## src/rtl/operand_dispatch_demux_if.sv

```systemverilog
// rtl/operand_dispatch_demux_if.sv - operand dispatch bus: one input beat, NUM_CH output channels
interface operand_dispatch_demux_if #(
  parameter int DATA_W = 16,
  parameter int NUM_CH = 4,
  parameter int SEL_W  = 2,
  parameter int CNT_W  = 8
);
  logic                     in_valid;
  logic                     in_ready;
  logic [SEL_W-1:0]         in_sel;
  logic [DATA_W-1:0]        in_rs1;
  logic [DATA_W-1:0]        in_rs2;
  logic [NUM_CH-1:0]        out_valid;
  logic [NUM_CH-1:0]        out_ready;
  logic [NUM_CH*DATA_W-1:0] out_rs1;
  logic [NUM_CH*DATA_W-1:0] out_rs2;
  logic                     sel_err;
  logic [NUM_CH*CNT_W-1:0]  issue_cnt;

  modport master (
    output in_valid, in_sel, in_rs1, in_rs2, out_ready,
    input  in_ready, out_valid, out_rs1, out_rs2, sel_err, issue_cnt
  );

  modport slave (
    input  in_valid, in_sel, in_rs1, in_rs2, out_ready,
    output in_ready, out_valid, out_rs1, out_rs2, sel_err, issue_cnt
  );
endinterface

```

## src/rtl/operand_dispatch_demux.sv

```systemverilog
// rtl/operand_dispatch_demux.sv - registered 1-to-NUM_CH operand demux with per-channel valid/ready
module operand_dispatch_demux #(
  parameter int DATA_W = 16,
  parameter int NUM_CH = 4,
  parameter int SEL_W  = 2,
  parameter int CNT_W  = 8
) (
  input  logic                          clk,
  input  logic                          rst_n,
  input  logic                          flush,
  operand_dispatch_demux_if.slave       bus
);

  logic [NUM_CH-1:0]        valid_q;
  logic [NUM_CH*DATA_W-1:0] rs1_q;
  logic [NUM_CH*DATA_W-1:0] rs2_q;
  logic [NUM_CH*CNT_W-1:0]  cnt_q;
  logic                     sel_err_q;

  logic [NUM_CH-1:0]        ch_free;
  logic [NUM_CH-1:0]        load;
  logic                     sel_ok;
  logic                     sel_free;
  logic                     in_ready_c;
  logic                     accept;

  // A channel can take a beat when empty or when its entry pops this cycle.
  always_comb begin
    ch_free  = ~valid_q | bus.out_ready;
    sel_ok   = int'(bus.in_sel) < NUM_CH;
    sel_free = 1'b0;
    for (int c = 0; c < NUM_CH; c++) begin
      if (int'(bus.in_sel) == c) sel_free = ch_free[c];
    end
    if (flush)        in_ready_c = 1'b0;
    else if (!sel_ok) in_ready_c = 1'b1;
    else              in_ready_c = sel_free;
    accept = bus.in_valid && in_ready_c;
    load   = '0;
    for (int c = 0; c < NUM_CH; c++) begin
      load[c] = accept && sel_ok && (int'(bus.in_sel) == c);
    end
  end

  always_ff @(posedge clk) begin
    if (!rst_n) begin
      valid_q   <= '0;
      rs1_q     <= '0;
      rs2_q     <= '0;
      cnt_q     <= '0;
      sel_err_q <= 1'b0;
    end else begin
      // Out-of-range beats are consumed and dropped; flag them for one cycle.
      sel_err_q <= accept && !sel_ok;
      for (int c = 0; c < NUM_CH; c++) begin
        if (flush) begin
          valid_q[c] <= 1'b0;
        end else if (load[c]) begin
          valid_q[c]                  <= 1'b1;
          rs1_q[c*DATA_W +: DATA_W]   <= bus.in_rs1;
          rs2_q[c*DATA_W +: DATA_W]   <= bus.in_rs2;
          cnt_q[c*CNT_W +: CNT_W]     <= cnt_q[c*CNT_W +: CNT_W] + CNT_W'(1);
        end else if (bus.out_ready[c]) begin
          valid_q[c] <= 1'b0;
        end
      end
    end
  end

  assign bus.in_ready  = in_ready_c;
  assign bus.out_valid = valid_q;
  assign bus.out_rs1   = rs1_q;
  assign bus.out_rs2   = rs2_q;
  assign bus.sel_err   = sel_err_q;
  assign bus.issue_cnt = cnt_q;

endmodule

```

## src/flat_wrapper.sv

```systemverilog
// flat-port wrapper written by rule: the top's interface ports become plain ports
module operand_dispatch_demux_flat 
#(
  parameter int DATA_W = 16,
  parameter int NUM_CH = 4,
  parameter int SEL_W  = 2,
  parameter int CNT_W  = 8
)
  (clk, rst_n, flush, bus_in_valid, bus_in_sel, bus_in_rs1, bus_in_rs2, bus_out_ready, bus_in_ready, bus_out_valid, bus_out_rs1, bus_out_rs2, bus_sel_err, bus_issue_cnt);
  operand_dispatch_demux_if #(.DATA_W(DATA_W), .NUM_CH(NUM_CH), .SEL_W(SEL_W), .CNT_W(CNT_W)) bus_i ();
  input  logic clk;
  input  logic rst_n;
  input  logic flush;
  input wire logic [$bits(bus_i.in_valid)-1:0] bus_in_valid;
  input wire logic [$bits(bus_i.in_sel)-1:0] bus_in_sel;
  input wire logic [$bits(bus_i.in_rs1)-1:0] bus_in_rs1;
  input wire logic [$bits(bus_i.in_rs2)-1:0] bus_in_rs2;
  input wire logic [$bits(bus_i.out_ready)-1:0] bus_out_ready;
  output wire logic [$bits(bus_i.in_ready)-1:0] bus_in_ready;
  output wire logic [$bits(bus_i.out_valid)-1:0] bus_out_valid;
  output wire logic [$bits(bus_i.out_rs1)-1:0] bus_out_rs1;
  output wire logic [$bits(bus_i.out_rs2)-1:0] bus_out_rs2;
  output wire logic [$bits(bus_i.sel_err)-1:0] bus_sel_err;
  output wire logic [$bits(bus_i.issue_cnt)-1:0] bus_issue_cnt;
  assign bus_i.in_valid = bus_in_valid;
  assign bus_i.in_sel = bus_in_sel;
  assign bus_i.in_rs1 = bus_in_rs1;
  assign bus_i.in_rs2 = bus_in_rs2;
  assign bus_i.out_ready = bus_out_ready;
  assign bus_in_ready = bus_i.in_ready;
  assign bus_out_valid = bus_i.out_valid;
  assign bus_out_rs1 = bus_i.out_rs1;
  assign bus_out_rs2 = bus_i.out_rs2;
  assign bus_sel_err = bus_i.sel_err;
  assign bus_issue_cnt = bus_i.issue_cnt;
  operand_dispatch_demux #(.DATA_W(DATA_W), .NUM_CH(NUM_CH), .SEL_W(SEL_W), .CNT_W(CNT_W)) u_core (.clk(clk), .rst_n(rst_n), .flush(flush), .bus(bus_i));
endmodule
```

## config.mk

```make
export PLATFORM = sky130hd
export DESIGN_NAME = operand_dispatch_demux_flat
export DESIGN_NICKNAME = d
export VERILOG_FILES = /design/src/rtl/operand_dispatch_demux_if.sv /design/src/rtl/operand_dispatch_demux.sv /design/src/flat_wrapper.sv
export SDC_FILE = /design/constraint.sdc
export NUM_CORES = 1
export LEC_CHECK = 0
export CAP_MARGIN = 20
export CORE_ASPECT_RATIO = 0.75
export CORE_MARGIN = 2
export CORE_UTILIZATION = 45
export CTS_CLUSTER_SIZE = 14
export DETAILED_ROUTE_END_ITERATION = 16
export GPL_TIMING_DRIVEN = 0
export PLACE_DENSITY_LB_ADDON = 0.12
export SYNTH_ARGS = -nofsm -noshare
export SYNTH_HDL_FRONTEND = slang
export SYNTH_SLANG_ARGS = --single-unit
```

## constraint.sdc

```tcl
create_clock -name clk -period 3.55 [get_ports clk]
set_clock_uncertainty 0.2 [all_clocks]
set_input_delay 0.355 -clock clk [delete_from_list [all_inputs] [get_ports clk]]
set_output_delay 0.355 -clock clk [all_outputs]
set_load 0.01 [all_outputs]
```

-- After elaboration in Yosys (flattened, before gate mapping)
Index checks and enable logic that the tools add are counted.
- divide/modulo/power cells: 0
- shifts and indexed selects: 0
- $lt $le $gt $ge: 0
- reduce and logical (&&, ||, !) cells: 15
- add/sub/neg operators: 4
- bitwise operators: 4
- $mul: 0
- muxes and demuxes: 13
- equal/unequal tests: 3
- operator list (cell ; count):
    8-bit by 1-bit adder with 8-bit output (second input constant) ; 4
    1-bit 2-to-1 mux ; 13
    2-bit AND reduction ; 4
    2-bit nonzero test ; 4
    1-bit logical AND ; 5
    2-bit equality test (second input constant) ; 2
    4-bit NOT ; 1
    4-bit OR ; 1
    2-bit by 1-bit equality test with 1-bit output (second input constant) ; 1
    2-bit logical NOT ; 1
    1-bit NOT ; 2
    2-bit OR reduction ; 1
- RAM bits: 0
- memory bits (read-only): 0
- bits in latches: 0
- register bits: 164
- memories kept: 0
- logic and storage cells: 55

-- Logic depth before layout (Yosys ltp)
Gate-level depths: netlist (run 1).
- word-level depth: 10
- mapped depth: 7
- mapped depth without buffers: 5

-- Least setup slack after synthesis (run 1)
Ideal clock, no wire load.
- path type: in2reg
- start: input bus_in_sel[1]
- end: register u_core.cnt_q[7] (netlist: u_core.bus.issue_cnt[7])
- required time: 3280 ps
- slack: 1399 ps
- cell stages on the path: 6
- path buffers: 2
- data arrival time: 1881 ps
- path through: or4b_1 > buf_2 > nand2b_4 > buf_6 > or4_1 > a21oi_1
- word-level cells in the longest chain between the ends: 9
- elaborated cells on any way between the ends: 12
- classes of those cells: eq/ne (3); mux (5); reduce/logical (4)
- RTL lines (item ; line ; text):
    from (decl) ; flat_wrapper.sv:15 ; input wire logic [$bits(bus_i.in_sel)-1:0] bus_in_sel;
    2-bit logical NOT ; operand_dispatch_demux.sv:33, operand_dispatch_demux.sv:41 ;
    1-bit 2-to-1 mux (4 in series) ; operand_dispatch_demux.sv:33 ; if (int'(bus.in_sel) == c) sel_free = ch_free[c];
    1-bit 2-to-1 mux ; operand_dispatch_demux.sv:35 ; if (flush) in_ready_c = 1'b0;
    1-bit logical AND ; operand_dispatch_demux.sv:38 ; accept = bus.in_valid && in_ready_c;
    1-bit logical AND * ; operand_dispatch_demux.sv:41 ; load[c] = accept && sel_ok && (int'(bus.in_sel) == c);
    2-bit AND reduction (no source line) * ; n/a ;
    to (signal, indexed assignment) ; operand_dispatch_demux.sv:62 ; cnt_q[c*CNT_W +: CNT_W] <= cnt_q[c*CNT_W +: CNT_W] + CNT_W'(1);
    to (decl) ; operand_dispatch_demux.sv:17 ; logic [NUM_CH*CNT_W-1:0] cnt_q;
Mark *: on every way between the ends. The rest lies on a longest branch, timed or not.
A chain may end at the register's enable or synchronous reset.

-- Final worst setup path (run 1)
- start: input bus_in_sel[1]
- end: output bus_in_ready
- word-level cells in the longest chain between the ends: 6
- elaborated cells on any way between the ends: 9
- classes of those cells: eq/ne (3); mux (5); reduce/logical (1)
- RTL lines (item ; line ; text):
    2-bit logical NOT ; operand_dispatch_demux.sv:33 ;
    1-bit 2-to-1 mux (3 in series) ; operand_dispatch_demux.sv:33 ;
    1-bit 2-to-1 mux * ; operand_dispatch_demux.sv:33 ;
    1-bit 2-to-1 mux * ; operand_dispatch_demux.sv:35 ;
    to (decl) ; flat_wrapper.sv:19 ; output wire logic [$bits(bus_i.in_ready)-1:0] bus_in_ready;
Marks and branches as above.

==> qor.csv, run 1 <==
metric;value;unit
Post-synth EDFFs;0;
combinational share of power;7.2;%
Synth Area in Compound Gates;12.6;%
synthesized area per cell;8.02;µm²
nets;1028;
status;finished, final reports clean;
CP delay by family, top;buffers and inverters;
vias in the first global route;5446;
CP dominant cell by count;clkdlybuf4s50_1;
switching pwr;954;µW
CORE AREA;13100;µm²
setup ws final;0.660;ns
#FFs+latches synth;164;
initial core utilization;46.4;%
Finished Layout Cells;1165;
DP Wirelength;13.6;mm
Worst VDD drop;0.334;mV
CP Cell Sequence;clkdlybuf4s50_1 > buf_1 > mux4_2 > nor2_1 > clkdlybuf4s50_1;
synthesized instance count;756;
Num CTS Buffers;17;
CP Launch Type;primary input;
CP bufs+invs;3;
post-layout min period;2.89;ns
Die Span Y;105;µm
Slew HR;30.8;%
final setup vio count;0;
Synth Area in Simple Gates;25.4;%
fillcell total;1133;
RSZ-0062 raised after global routing;false;
R2R Setup Slk;1.09;ns
Setup CP Type;primary input to output port;
TNS Setup;0;ns
hold-fix buffers at CTS;0;
register area share after synthesis;54.1;%
Via density;5.08;
Synth Flop Type;dfxtp_1;
Worst-Margin Slew;1.03;ns
num rows;36;
RR Endpoint;u_core.bus.out_rs1[18];
synthesized area;6070;µm²
Pre-Repair DR Iteration Count;4;
Hold Fails Final Rpt;0;
DRC viols;0;
final core occ;68.5;%
postcts setup bufs;0;
CP arrival;2.34;ns
First DRT Iteration DRCs;339;
crit path max fanout;10;
worst-skew pair later-pin latency;0.42;ns
Port Buffers;206;
Global Route Usage Sum;25.5;%
Slew Viols, Final;0;
Antenna Cells;0;
grt total ovfl;0;
adder and majority gate portion of the synthesized area;0.825;%
WHS Path Cells;2;
Area Growth Syn to Fin;47.5;%
max_cap viols;0;
CP endpoint kind;output port;
CTS root buffer;clkbuf_16;
largest net degree at the start of global routing;17;
Ys Warns;0;
clock sink count;164;
Pwr per Cell Area;452;nW/µm²
hold crit path type;register to register;
min-delay src;u_core.bus.out_rs1[50];
leakage;2.96;nW
htree depth;4;
CTS tree;yes;
I/O pin cnt;208;
initial antenna violation count;0;
Fmax achieved;346;MHz
Pwr Total;4.04;mW
Async S/R FF share, synth;0;%
CP max stage cell;clkdlybuf4s50_1;
xor/xnor cell area share of the yosys netlist;2.45;%
Flop pwr share;46.8;%
first-pass GRT wire length;29.3;mm
Net Count, Synth;802;
Clock Pin Slew Worst Setup and Hold Paths;0.07;ns
clk buf depth;2;
Final GP Congestion;0.814;
Netlist cell types;40;
DR vias;5918;
CP startpoint;bus_in_sel[1];
Clk network pwr share;46.0;%
post-synthesis mux area share;1.03;%
Routed Antenna Nets;0;
drt total wl;18.9;mm
Internal;3.09;mW
switch share;23.6;%
Inst Count DP;1133;
share of layout cells above drive strength 1;4.02;%
Final period util;81.4;%
Worst Reg-to-Reg Cells;7;
required time of the critical path;2.99;ns
die area;14400;µm²
WL/cell;16.2;µm
main combinational cell family by area after synthesis;simple AND/OR/NAND/NOR gates;
hold endpoint;u_core.bus.out_rs1[50];
Die X-Extent;138;µm
cts repair resizes;0;
max incr delay on CP;0.59;ns
worst r2r src;u_core.bus.out_valid[1];
dpl ws;0.335;ns
==> cell usage in the layout, fill, tap and decap left out, drive strengths merged, types with 2 or more instances in the layout <==
master	instances
o31ai	2
bufinv	2
nor4	7
or3	6
nand4	4
clkinvlp	4
ha	4
mux2i	4
nand2b	8
nand3	12
or4	3
buf	5
nand2	276
nor2b	4
o21ai	4
inv	9
nand3b	2
nor3	5
clkbuf	66
clkdlybuf4s50	206
a21oi	140
nor4b	3
nor2	25
xnor2	16
dfxtp	164
==> kinds of logic after synthesis <==
group	after synthesis
and+or+nand+nor	362
DFF	164
AOI/OAI and AO/OA	149
buffers and inverters	54
xor gates and xnor gates	17
muxes	5
adders and majority gates	4
other	1
==> cells in the mapped netlist (all sizes together) (2+ instances only) <==
cell type,number,share of area [%]
inv,3,0.19
o21ai,4,0.33
nand4,4,0.41
or3,6,0.62
a21oi,140,12
clkbuf,46,2.8
nor4,7,0.72
or4,3,0.37
ha,4,0.83
buf,5,0.54
nand2,276,17
nand3b,2,0.31
dfxtp,164,54
xnor2,16,2.3
nand2b,8,0.95
o31ai,2,0.25
nand3,12,0.99
nor2b,4,0.41
nor3,5,0.41
nor2,25,1.5
nor4b,3,0.43
mux2i,4,0.66
==> state kept, by name, indices dropped and copies added, names as in the netlist <==
| signal | flops |
|---|---|
| u_core.bus.out_rs2 | 64 |
| u_core.bus.out_rs1 | 64 |
| u_core.bus.issue_cnt | 32 |
| u_core.bus.out_valid | 4 |
==> worst max-delay path by stage <==
| stage | end | slack [ns] | cells after the start |
|---|---|---|---|
| CTS | bus_in_ready | 0.70 | 5 |
| global route | u_core.bus.out_rs2[14] | 0.60 | 7 |
| floorplan | u_core.bus.issue_cnt[7] | 1.40 | 6 |
| detailed placement | u_core.bus.out_rs2[16] | 0.33 | 6 |
| finish | bus_in_ready | 0.66 | 5 |
| global placement | u_core.bus.issue_cnt[1] | 0.42 | 7 |
==> layout make-up <==
| class | count | area, µm² | share of cell area, % |
|---|---|---|---|
| multi-input combinational | 538 | 2570 | 28.7 |
| tap | 171 | 214 | 2.39 |
| inverter | 3 | 11.3 | 0.126 |
| timing repair buffer | 207 | 2070 | 23.1 |
| clock inverter | 12 | 143 | 1.59 |
| buffer | 51 | 205 | 2.29 |
| sequential | 164 | 3280 | 36.7 |
| clock buffer | 19 | 453 | 5.06 |
==> power by group through the flow <==
stage	Combinational, mW	Clock, mW	Sequential, mW
floorplan	0.0961	0	1.95
CTS	0.291	1.88	1.89
finish	0.291	1.86	1.89
global route	0.315	1.96	1.90
global placement	0.288	0	1.93
detailed placement	0.289	0	1.93
==> layer usage <==
metal  track usage (%)  vias to the layer above  wire length [µm]
met2              39.8                      185              8480
met3              8.85                       16              1620
met1              33.7                     2774              8570
li1                  -                     2943                 -
met4              7.00                        0               212
met5                 0                        -                 0
==> worst register-to-register path: cells and delay by family, from the launching register on <==
family                 cells  cell delay [ns]
AND/OR/NAND/NOR            3             0.45
flip-flops                 1             0.35
AO/OA/AOI/OAI              1             0.16
buffers and inverters      3             1.24
==> stage by stage <==
step / hold WS, ns / instance area [µm²]
finish: 0.255 / 8940
global route: 0.267 / 8940
CTS: 0.255 / 8940
detailed placement: 0.247 / 8340
global placement: 0.240 / 8340
floorplan: 0.281 / 6070
Power figures use the tool's default switching activity.
==> run 2, diff against run 1 <==
clock period = 2.7 ns   (was 3.55 ns; I/O delays follow)
==> run 2 against run 1 <==
Effect of this change: first-iteration DRC count increased by 9.7%; count of clock-buffer cells in the layout unchanged; non-clock buffer count shrank 1; global-route usage did not move; power rose by 32%; setup slack got worse by 0.61 ns; die area stayed put; via count is 0.54% higher; sequential cell count is the same; wire length about the same; sequential share of layout area is essentially flat; largest power group unchanged.
==> qor.csv, run 2 (synthesis gave the netlist of run 1 again) <==
metric;value;unit
CORE AREA;13100;µm²
CTS tree;yes;
Port Buffers;206;
Sequential Area;3280;µm²
htree depth;4;
DRC viols;0;
I/O pin cnt;208;
Final GP Congestion;0.814;
crit path max fanout;7;
First DRT Iteration DRCs;372;
grt total ovfl;0;
Global Route Usage Sum;25.5;%
num rows;36;
drt total wl;18.9;mm
Multi-input gate area;2570;µm²
DP Wirelength;13.6;mm
Slew HR;31.6;%
Die Span Y;105;µm
clock sink count;164;
CP Launch Type;register;
share of layout cells above drive strength 1;4.33;%
Setup CP Type;register to output port;
CP arrival;2.18;ns
Pre-Repair DR Iteration Count;5;
first-pass GRT wire length;29.3;mm
required time of the critical path;2.23;ns
fillcell total;1134;
clk buf depth;2;
leakage;2.97;nW
status;finished, final reports clean;
leading cell types in the layout, fill and taps excluded;nand2_1, clkdlybuf4s50_1, dfxtp_1, a21oi_1, clkbuf_1;
Area Growth Syn to Fin;47.5;%
DR vias;5950;
Die X-Extent;138;µm
largest net degree at the start of global routing;17;
CP endpoint kind;output port;
Area after DPL;8340;µm²
initial core utilization;46.4;%
Routed Antenna Nets;0;
Worst-Margin Slew;1.02;ns
Worst VDD drop;0.439;mV
final setup vio count;0;
CTS root buffer;clkbuf_16;
WL/cell;16.2;µm
die area;14400;µm²
Hold Fails Final Rpt;0;
Antenna Cells;0;
Pwr per Cell Area;594;nW/µm²
RSZ-0062 raised after global routing;false;
hold crit path type;register to register;
Clock Pin Slew Worst Setup and Hold Paths;0.07;ns
post-layout min period;2.65;ns
Final period util;98.2;%
max_cap viols;0;
worst-skew pair later-pin latency;0.42;ns
Slew Viols, Final;0;
post-route cell area;8950;µm²
vias in the first global route;5446;
Fmax achieved;377;MHz
nets;1027;
final core occ;68.5;%
most common cell after layout, fill and taps aside;nand2_1;
Via density;5.11;
initial antenna violation count;0;
Num CTS Buffers;17;
[run 2: cell types whose count changed in the layout (fill, tap and decap cells not counted), sizes merged]
cell and change:
buf -1
[run 2: per-stage QoR]
stage / worst slack [ns] / hold slack, ns / setup TNS (ns) / power, mW / instances
finish: 0.0476 / 0.255 / 0 / 5.32 / 1164
global route: 0.00769 / 0.267 / 0 / 5.48 / 1164
CTS: 0.00770 / 0.255 / 0 / 5.35 / 1164
detailed placement: -0.430 / 0.247 / -28.40 / 2.92 / 1133
global placement: -0.347 / 0.240 / -24.54 / 2.92 / 1133
floorplan: 0.627 / 0.206 / 0 / 2.69 / 756
[run 2: what timing repair did]
item / 4_1_cts / 5_1_grt
hold buffers: 0 / 0
endpoints found under the setup margin: 0 / 31
gates resized for setup: 0 / 3
buffers inserted: 0 / 0
[run 2: final cells by class]
type / count / area share [%]
plain buffers: 50 / 2.27
clock buffers: 19 / 5.06
clock inverters: 12 / 1.59
inverters: 3 / 0.126
multi-input cells: 538 / 28.7
flip-flops and latches: 164 / 36.7
well taps: 171 / 2.39
repair buffers: 207 / 23.1
[run 2: critical path: stages, from the launching register on]
cell	delay [ns]
dfxtp_1	0.32
nor2b_1	0.12
clkbuf_1	0.18
mux4_2	0.50
nor2_1	0.10
clkdlybuf4s50_1	0.54
[run 2: path summary, 6_finish.rpt]
path / from / endpoint / slack, ns / cells past startpoint
worst max-delay path: u_core.bus.out_valid[3] / bus_in_ready / 0.05 / 5
worst min-delay path: u_core.bus.out_rs1[50] / u_core.bus.out_rs1[50] / 0.25 / 2
worst max register to register: u_core.bus.out_valid[1] / u_core.bus.out_rs1[18] / 0.24 / 7
worst min register to register: u_core.bus.out_rs1[50] / u_core.bus.out_rs1[50] / 0.25 / 2
[run 2: power breakdown]
group | internal [mW] | switching, mW | total [mW]
registers | 2.46 | 0.0261 | 2.49
clock network | 1.42 | 1.02 | 2.44
logic | 0.173 | 0.210 | 0.383
total | 4.06 | 1.26 | 5.32
[run 2: layer usage]
metal | wire [µm] | up-vias | global-route usage (%)
met1 | 8580 | 2801 | 33.7
met2 | 8520 | 192 | 39.8
met4 | 210 | 0 | 7.00
met3 | 1590 | 18 | 8.85
li1 | - | 2939 | -
met5 | 0 | - | 0
==> run 3, diff against run 2 <==
GPL_TIMING_DRIVEN = default   (was 0)
HOLD_SLACK_MARGIN = 0.15   (was default)
==> run 3 against run 2 <==
Effect of this change: largest cell class unchanged; count of clock-buffer cells in the layout is 2 higher; largest power group unchanged; non-clock buffer count is 30 lower; critical path depth is 1 lower; highest routed layer unchanged; critical path type is now primary input to output port.
==> qor.csv, run 3 (synthesis gave the netlist of run 1 again) <==
metric;value;unit
status;finished, final reports clean;
Pre-Repair DR Iteration Count;5;
Finished Layout Cells;1135;
Inst Count DP;1103;
Final period util;93.4;%
RSZ-0062 raised after global routing;false;
Slew Viols, Final;0;
Multi-input gate area;2590;µm²
clk buf depth;2;
fillcell total;1060;
Hold Fails Final Rpt;0;
Via density;5.22;
initial core utilization;46.4;%
worst hold slack;0.255;ns
Global Route Usage Sum;25.7;%
num rows;36;
max_cap viols;0;
CORE AREA;13100;µm²
Setup CP Type;primary input to output port;
max incr delay on CP;0.61;ns
Pwr per Cell Area;584;nW/µm²
initial antenna violation count;0;
dpl ws;0.134;ns
most common cell after layout, fill and taps aside;nand2_1;
share of layout cells above drive strength 1;6.02;%
leading cell types in the layout, fill and taps excluded;nand2_1, clkdlybuf4s50_1, dfxtp_1, a21oi_1, nor2_1;
grt total ovfl;0;
first-pass GRT wire length;29.8;mm
WL/cell;16.6;µm
Sequential Area;3280;µm²
final core occ;68.6;%
vias in the first global route;5748;
Area Growth Syn to Fin;47.8;%
CP max stage cell;clkdlybuf4s50_1;
largest net degree at the start of global routing;63;
post-route cell area;8960;µm²
crit path max fanout;7;
Fmax achieved;397;MHz
DR vias;5924;
Clock Pin Slew Worst Setup and Hold Paths;0.06;ns
CP dominant cell by count;clkdlybuf4s50_1;
TNS Setup;0;ns
Worst VDD drop;0.473;mV
hold-fix buffers at CTS;0;
Die X-Extent;138;µm
Area after DPL;8390;µm²
I/O pin cnt;208;
setup ws final;0.179;ns
Routed Antenna Nets;0;
CP Cell Sequence;clkdlybuf4s50_1 > mux4_2 > nor2_1 > clkdlybuf4s50_1;
worst-skew pair later-pin latency;0.42;ns
CP Launch Type;primary input;
final setup vio count;0;
DRC viols;0;
Num CTS Buffers;17;
Antenna Cells;0;
postcts setup bufs;0;
CP endpoint kind;output port;
clock sink count;164;
die area;14400;µm²
hold crit path type;register to register;
required time of the critical path;2.23;ns
nets;997;
Port Buffers;206;
Final GP Congestion;0.840;
drt total wl;18.8;mm
CTS tree;yes;
Die Span Y;105;µm
CTS root buffer;clkbuf_16;
leakage;2.99;nW
First DRT Iteration DRCs;365;
Pwr Total;5.23;mW
DP Wirelength;13.0;mm
cts repair resizes;0;
htree depth;4;
CP arrival;2.05;ns
post-layout min period;2.52;ns
==> run 3: final timing paths <==
path	slack [ns]	depth (start not counted)	to	startpoint
setup reg to reg	0.62	6	u_core.bus.issue_cnt[31]	u_core.bus.out_valid[3]
hold / removal	0.26	2	u_core.bus.out_rs1[0]	u_core.bus.out_rs1[0]
hold reg to reg	0.26	2	u_core.bus.out_rs1[0]	u_core.bus.out_rs1[0]
setup / recovery	0.18	4	bus_in_ready	bus_in_sel[0]
==> run 3: where the power goes <==
group	switching, mW	internal [mW]
Combinational	0.202	0.181
Sequential	0.0272	2.46
Clock	0.968	1.39
==> run 3: final cells by class <==
class	count	area share [%]
Sequential cell	164	36.6
Clock inverter	11	1.44
Inverter	3	0.154
Multi-Input combinational cell	538	28.9
Clock buffer	21	5.02
Tap cell	171	2.39
Timing Repair Buffer	227	25.5
==> run 3: routing by layer <==
layer	track usage, %	vias up	share of wire (%)
met5	0	-	0
met4	8.31	0	1.4
met3	8.43	20	8.6
met2	42.8	230	48
met1	31.6	2796	42
li1	-	2878	-
==> run 3: critical path: cells and delay by family <==
family | cells | cell delay, ns
buffers and inverters | 2 | 1.15
multiplexers | 1 | 0.53
AND/OR/NAND/NOR | 1 | 0.10
